===== src/rtl/vi_ctrl_pkg.sv =====
`default_nettype none
// +--------------------------------------------------------------------------+
// | Package   : vi_ctrl_pkg                                                  |
// | Purpose   : Shared types and Q1.15 helpers for the voltage/current loop  |
// |             sequencer and its ramp datapath.                             |
// | Contents  : state_t, fault_code_t, Q15_MAX/Q15_MIN, q15_add_sat,         |
// |             q15_sub_sat.                                                 |
// | Revision  : 1.0 - initial release                                        |
// +--------------------------------------------------------------------------+
package vi_ctrl_pkg;

  typedef enum logic [2:0] {
    IDLE      = 3'd0,
    WAIT_TICK = 3'd1,
    CALC      = 3'd2,
    FAULT     = 3'd3
  } state_t;

  typedef enum logic [1:0] {
    FC_NONE        = 2'b00,
    FC_OVERCURRENT = 2'b01,
    FC_OVERRUN     = 2'b10
  } fault_code_t;

  localparam logic signed [15:0] Q15_MAX = 16'sh7FFF;
  localparam logic signed [15:0] Q15_MIN = 16'sh8000;

  // 17-bit sum; the two top bits differ only when the 16-bit result overflowed.
  function automatic logic signed [15:0] q15_add_sat(input logic signed [15:0] a,
                                                     input logic signed [15:0] b);
    logic signed [16:0] sum;
    sum = {a[15], a} + {b[15], b};
    if (sum[16] != sum[15]) return sum[16] ? Q15_MIN : Q15_MAX;
    return sum[15:0];
  endfunction

  function automatic logic signed [15:0] q15_sub_sat(input logic signed [15:0] a,
                                                     input logic signed [15:0] b);
    logic signed [16:0] diff;
    diff = {a[15], a} - {b[15], b};
    if (diff[16] != diff[15]) return diff[16] ? Q15_MIN : Q15_MAX;
    return diff[15:0];
  endfunction

endpackage
`default_nettype wire


===== src/rtl/q15_ramp.sv =====
`default_nettype none
// +--------------------------------------------------------------------------+
// | Module    : q15_ramp                                                     |
// | Purpose   : One soft-start step: moves current toward target by step,    |
// |             landing exactly on target instead of overshooting.           |
// | Ports     : current (in, Q1.15), target (in, Q1.15), step (in, Q1.15,    |
// |             expected positive), next (out, Q1.15).                       |
// | Revision  : 1.0 - initial release                                        |
// +--------------------------------------------------------------------------+
module q15_ramp (
  input  logic signed [15:0] current,
  input  logic signed [15:0] target,
  input  logic signed [15:0] step,
  output logic signed [15:0] next
);
  import vi_ctrl_pkg::*;

  logic signed [15:0] up_val;
  logic signed [15:0] dn_val;

  assign up_val = q15_add_sat(current, step);
  assign dn_val = q15_sub_sat(current, step);

  always_comb begin
    next = current;
    if (current < target) begin
      next = (up_val > target) ? target : up_val;
    end else if (current > target) begin
      next = (dn_val < target) ? target : dn_val;
    end
  end

endmodule
`default_nettype wire


===== src/rtl/vi_loop_sequencer.sv =====
`default_nettype none
// +--------------------------------------------------------------------------+
// | Module    : vi_loop_sequencer                                            |
// | Purpose   : Sample-period sequencer for a V/I control loop: periodic PI  |
// |             requests, duty clamping/loading, over-current and overrun    |
// |             fault latching, reference presentation.                      |
// | Ports     : clk, rst (sync, active high), start, clear_fault,            |
// |             v_ref_tgt, i_max, i_in, calc_done, duty_in (inputs);         |
// |             calc_req, duty_out, duty_load, v_ref, fault, fault_code,     |
// |             state (outputs).                                             |
// | Options   : SOFT_START_EN - ramp v_ref from 0 by RAMP_STEP per sample.   |
// | Revision  : 1.0 - initial release                                        |
// +--------------------------------------------------------------------------+
module vi_loop_sequencer #(
  parameter int                 DIV       = 1000,
  parameter logic signed [15:0] RAMP_STEP = 16'sh0020
) (
  input  logic               clk,
  input  logic               rst,
  input  logic               start,
  input  logic               clear_fault,
  input  logic signed [15:0] v_ref_tgt,
  input  logic signed [15:0] i_max,
  input  logic signed [15:0] i_in,
  output logic               calc_req,
  input  logic               calc_done,
  input  logic signed [15:0] duty_in,
  output logic        [15:0] duty_out,
  output logic               duty_load,
  output logic signed [15:0] v_ref,
  output logic               fault,
  output logic        [1:0]  fault_code,
  output logic        [2:0]  state
);
  import vi_ctrl_pkg::*;

  localparam logic [15:0] TC_RELOAD = 16'(DIV - 1);

  state_t             cur_state, nxt_state;
  logic        [15:0] tick_cnt, tick_nxt;
  logic               calc_req_nxt, duty_load_nxt, fault_nxt;
  logic        [15:0] duty_nxt;
  logic signed [15:0] v_ref_nxt;
  fault_code_t        code_nxt;

  logic               over_current;
  logic               terminal;
  logic signed [15:0] v_ref_start;  // value loaded when a run starts
  logic signed [15:0] v_ref_step;   // value loaded on each accepted calc_done

`ifdef SOFT_START_EN
  q15_ramp u_ramp (
    .current (v_ref),
    .target  (v_ref_tgt),
    .step    (RAMP_STEP),
    .next    (v_ref_step)
  );
  assign v_ref_start = 16'sh0000;
`else
  assign v_ref_step  = v_ref_tgt;
  assign v_ref_start = v_ref_tgt;
`endif

  assign over_current = (i_in > i_max);
  assign terminal     = (tick_cnt == 16'd0);
  assign state        = cur_state;

  always_ff @(posedge clk) begin
    if (rst) begin
      cur_state  <= IDLE;
      tick_cnt   <= 16'd0;
      calc_req   <= 1'b0;
      duty_load  <= 1'b0;
      duty_out   <= 16'd0;
      v_ref      <= 16'sh0000;
      fault      <= 1'b0;
      fault_code <= FC_NONE;
    end else begin
      cur_state  <= nxt_state;
      tick_cnt   <= tick_nxt;
      calc_req   <= calc_req_nxt;
      duty_load  <= duty_load_nxt;
      duty_out   <= duty_nxt;
      v_ref      <= v_ref_nxt;
      fault      <= fault_nxt;
      fault_code <= code_nxt;
    end
  end

  always_comb begin
    nxt_state     = cur_state;
    tick_nxt      = tick_cnt;
    calc_req_nxt  = 1'b0;
    duty_load_nxt = 1'b0;
    duty_nxt      = duty_out;
    v_ref_nxt     = v_ref;
    fault_nxt     = fault;
    code_nxt      = fault_code_t'(fault_code);

    case (cur_state)
      IDLE: begin
        duty_nxt = 16'd0;
        if (start) begin
          nxt_state = WAIT_TICK;
          tick_nxt  = TC_RELOAD;
          v_ref_nxt = v_ref_start;
        end
      end

      WAIT_TICK, CALC: begin
        // The period counter keeps running through CALC so sample spacing
        // never depends on PI latency.
        tick_nxt = terminal ? TC_RELOAD : tick_cnt - 16'd1;
        if (over_current || (terminal && cur_state == CALC)) begin
          nxt_state     = FAULT;
          fault_nxt     = 1'b1;
          code_nxt      = over_current ? FC_OVERCURRENT : FC_OVERRUN;
          duty_nxt      = 16'd0;
          duty_load_nxt = 1'b1;
        end else if (terminal) begin
          nxt_state    = CALC;
          calc_req_nxt = 1'b1;
        end else if (cur_state == CALC && calc_done) begin
          nxt_state     = WAIT_TICK;
          duty_nxt      = duty_in[15] ? 16'd0 : duty_in;
          duty_load_nxt = 1'b1;
          v_ref_nxt     = v_ref_step;
        end
      end

      FAULT: begin
        duty_nxt = 16'd0;
        if (clear_fault && !over_current) begin
          nxt_state = IDLE;
          fault_nxt = 1'b0;
          code_nxt  = FC_NONE;
        end
      end

      default: begin
        nxt_state = IDLE;
        duty_nxt  = 16'd0;
      end
    endcase
  end

endmodule
`default_nettype wire


===== config.mk =====
export PLATFORM = sky130hd
export DESIGN_NAME = vi_loop_sequencer
export DESIGN_NICKNAME = d
export VERILOG_FILES = /design/src/rtl/vi_ctrl_pkg.sv /design/src/rtl/q15_ramp.sv /design/src/rtl/vi_loop_sequencer.sv
export SDC_FILE = /design/constraint.sdc
export NUM_CORES = 1
export LEC_CHECK = 0
export CAP_MARGIN = 20
export CORE_MARGIN = 1.5
export CORE_UTILIZATION = 48
export CTS_CLUSTER_DIAMETER = 150
export DETAILED_ROUTE_END_ITERATION = 16
export GPL_ROUTABILITY_DRIVEN = 0
export HOLD_SLACK_MARGIN = 0.12
export PLACE_DENSITY = 0.86
export SYNTH_ARGS = -nofsm -noshare
export SYNTH_HDL_FRONTEND = slang
export SYNTH_HIERARCHICAL = 1
export SYNTH_SLANG_ARGS = --single-unit

===== constraint.sdc =====
create_clock -name clk -period 9.4 [get_ports clk]
set_input_delay 2.82 -clock clk [delete_from_list [all_inputs] [get_ports clk]]
set_output_delay 2.82 -clock clk [all_outputs]
set_load 0.005 [all_outputs]

==> flow_summary_export.csv <==
group,metric,value,unit
pwr,peakVddDrop,120.9,uV
critical_path,arrival,5.98,ns
sta,drv_slew,0,
floorplan,die_width,81.55,um
critical_path,worstSetupStartpointType,"input port",
floorplan,die_h,81.55,um
pwr,cell_internal_pwr,569.8,uW
global_routing,grt_pass1_vias,2584,
cells_and_area,final_common_cell,"clkdlybuf4s50_1",
cts,cts_tree,"built",
sta,period_needed,5.744,ns
sta,tns,0,ns
detailed_routing,drc,0,
cells_and_area,final_cell_mix,"clkdlybuf4s50_1, dfxtp_1, nand2b_1, nor2_1, a21oi_1",
synthesis,yosysUniqueCellTypes,49,
global_routing,grt_antenna_before_repair,0,
sta,fin_skew,0.005212,ns
cts,worstSkewPairLatency,0.31,ns
floorplan,initial_core_util,0.4973,
hold_path,worstHoldPathType,"reg -> reg",
detailed_routing,drtIter0Drc,119,
sta,final_hold_viol_count,0,
cells_and_area,drive_above_1_share,0.04251,
cts,cts_root_buf,"clkbuf_8",
cells_and_area,n_antenna_cell,0,
critical_path,critPathCaptureType,"flop",
sta,post-route-period-util,0.6111,
pwr,p_sw_frac,0.3567,
global_routing,grt_usage,0.2127,
synthesis,yosys_warnings,6,
critical_path,critPathKind,"in -> reg",
synthesis,synth_seq_cells,54,
sta,finalSetupViolations,0,
cts,ctsResizeCount,0,
synthesis,async_reset_ff_frac,0,
global_routing,grt.overflow.total,0,
cts,hold_buffers,0,
global_routing,grt_pass1_wl,11.13,mm
cells_and_area,multiInputGateArea,1707,um2
detailed_routing,vias_per_cell,5.318,
detailed_routing,dr.pass1.iters,4,
detailed_routing,wl_per_cell,13.50,um
pwr,leakage,1.597,nW
sta,slew_headroom,0.2717,
synthesis,synth_flop_cell,"dfxtp_1",
detailed_routing,antenna_left,0,
critical_path,r2r_slack,6.73,ns
status,status,"finished clean",
sta,max_slew.worst_pin.slew,1.089,ns
synthesis,postSynthCellCount,347,
detailed_routing,num_vias,2776,
pwr,power.switching,315.9,uW
cts,cts.sinks,54,
critical_path,critPathMaxFanout,16,
cts,clock_path_buffers,2,
floorplan,dieArea,6650,um2
cells_and_area,syn_to_final_growth,40.60,%
placed_design,io_buffers,106,
sta,rsz0062_at_grt,"false",
floorplan,ios,109,
cts,cts_setup_buffers,0,
detailed_routing,totalWireLength,7.045,mm
pwr,p_clk_frac,0.175,
floorplan,core,5956,um2
global_routing,grt_max_degree,53,
synthesis,netlist_area,2962,um2
sta,setup_ws,3.656,ns
pwr,power_frac_seq,0.370,
pwr,p_comb_frac,0.456,
synthesis,syn_avg_cell_area,8.535,um2
cells_and_area,finalNetCount,535,
cts,htree_levels,2,
cells_and_area,seqCellArea,1081,um2
placed_design,place_hpwl,5.359,mm
critical_path,required,9.64,ns
pwr,power_density,212.7,nW/um2
cells_and_area,layout.filler_cells,483,
placed_design,pre_cts_slack,3.331,ns
synthesis,synth_edf_count,0,
synthesis,seq_area_frac_synth,0.3650,
cts,clkTransAtPathRegs,0.10,ns
floorplan,row_count,28,
flow_run,maxCapViolations,0,
cts,cts_buffers,5,
sta,fmax,0.1741,GHz
-- kinds of logic (layout without fill, tap and decap cells) --
kind of cell | count (synthesis) | count (layout) | synth area share
compound gates | 64 | 64 | 0.1403
xor+xnor | 9 | 9 | 0.02661
fa+ha+maj | 20 | 20 | 0.08450
buf+inv | 41 | 140 | 0.05999
flops | 54 | 54 | 0.3650
mux | 16 | 16 | 0.05408
other cells | 1 | 2 | 0.001266
simple gates | 142 | 142 | 0.2683
-- worst max-delay path: stages --
cell             delay (ns)
clkdlybuf4s50_1        0.45
inv_1                  0.04
ha_1                   0.32
nand4_1                0.15
or4_1                  0.55
a21oi_2                0.14
o21ba_2                0.15
o31ai_1                0.11
a211oi_4               0.94
mux2i_1                0.30
-- sequential cells by signal, summed over array words and instances (netlist names) --
| register | cells |
|---|---|
| fault | 1 |
| fault_code | 2 |
| calc_req | 1 |
| duty_load | 1 |
| state | 2 |
| tick_cnt | 16 |
| v_ref | 16 |
| duty_out | 15 |
-- layout make-up --
type / instances / area share
sequential: 54 / 0.2596
clock buffer: 5 / 0.01653
tap: 75 / 0.02254
timing repair buffer: 108 / 0.2602
inverter: 24 / 0.02163
multi-input combinational: 253 / 0.4099
clock inverter: 3 / 0.009615
-- per-stage QoR --
| step | utilization | cells | instance area (um2) | hold slack, ns | power [mW] |
|---|---|---|---|---|---|
| after detailed placement | 0.6784 | 513 | 4040 | 0.4673 | 0.7328 |
| after global placement | 0.6784 | 513 | 4040 | 0.4565 | 0.7169 |
| after global routing | 0.6992 | 522 | 4164 | 0.5053 | 0.9451 |
| after CTS | 0.6966 | 521 | 4149 | 0.4833 | 0.8872 |
| after floorplan | - | 348 | 2965 | 0.4642 | 0.5875 |
| final | 0.6992 | 522 | 4164 | 0.4775 | 0.8857 |
-- layer usage --
metal	global-route usage	up-vias	routed length [um]
met5	0	-	0
met4	0.07069	0	89
met3	0.04556	7	476
met2	0.3793	100	3393
met1	0.2512	1273	3085
li1	-	1396	-
-- power by group through the flow --
| stage | logic (mW) | registers (mW) | clock network (mW) |
|---|---|---|---|
| 2_1_floorplan | 0.259 | 0.328 | 0 |
| 3_3_place_gp | 0.388 | 0.329 | 0 |
| 3_5_place_dp | 0.401 | 0.332 | 0 |
| 4_1_cts | 0.402 | 0.327 | 0.158 |
| 5_1_grt | 0.443 | 0.335 | 0.167 |
| 6_report | 0.404 | 0.327 | 0.155 |
-- path summary, 6_finish.rpt --
kind,from,end,cells after the start
hold reg to reg,v_ref[15],v_ref[15],2
setup / recovery,i_max[15],v_ref[3],10
hold / removal,v_ref[15],v_ref[15],2
setup reg to reg,state[0],tick_cnt[13],9
-- cell usage after synthesis, types with 2 or more instances --
master     n  area (um2)
clkbuf_1   9       33.78
or4_1      3       22.52
mux2i_1   16       160.2
nor2_1    36       135.1
nand2b_1  36       225.2
o31ai_1    2       15.01
and3_1     4       25.02
o21a_1     2       15.01
xor2_1     4       35.03
ha_1      20       250.2
buf_2      4       20.02
xnor2_1    5       43.79
buf_4      2       15.01
dfxtp_1   54        1081
nor2b_1    2       12.51
a311oi_1   2       17.52
nor3b_1   17       127.6
o211ai_1   4       30.03
nor3_1     5       25.02
a21oi_1   28       140.1
a211oi_1   2       15.01
a211o_1    2       17.52
or3_1      3       18.77
inv_1     24       90.09
nand4_1    6       37.54
a31o_2     2       17.52
nand3_1    9       45.04
o21ai_0    7       35.03
a31oi_1    5       31.28
nand2_1   13       48.80
(Power assumes the default switching activity.)
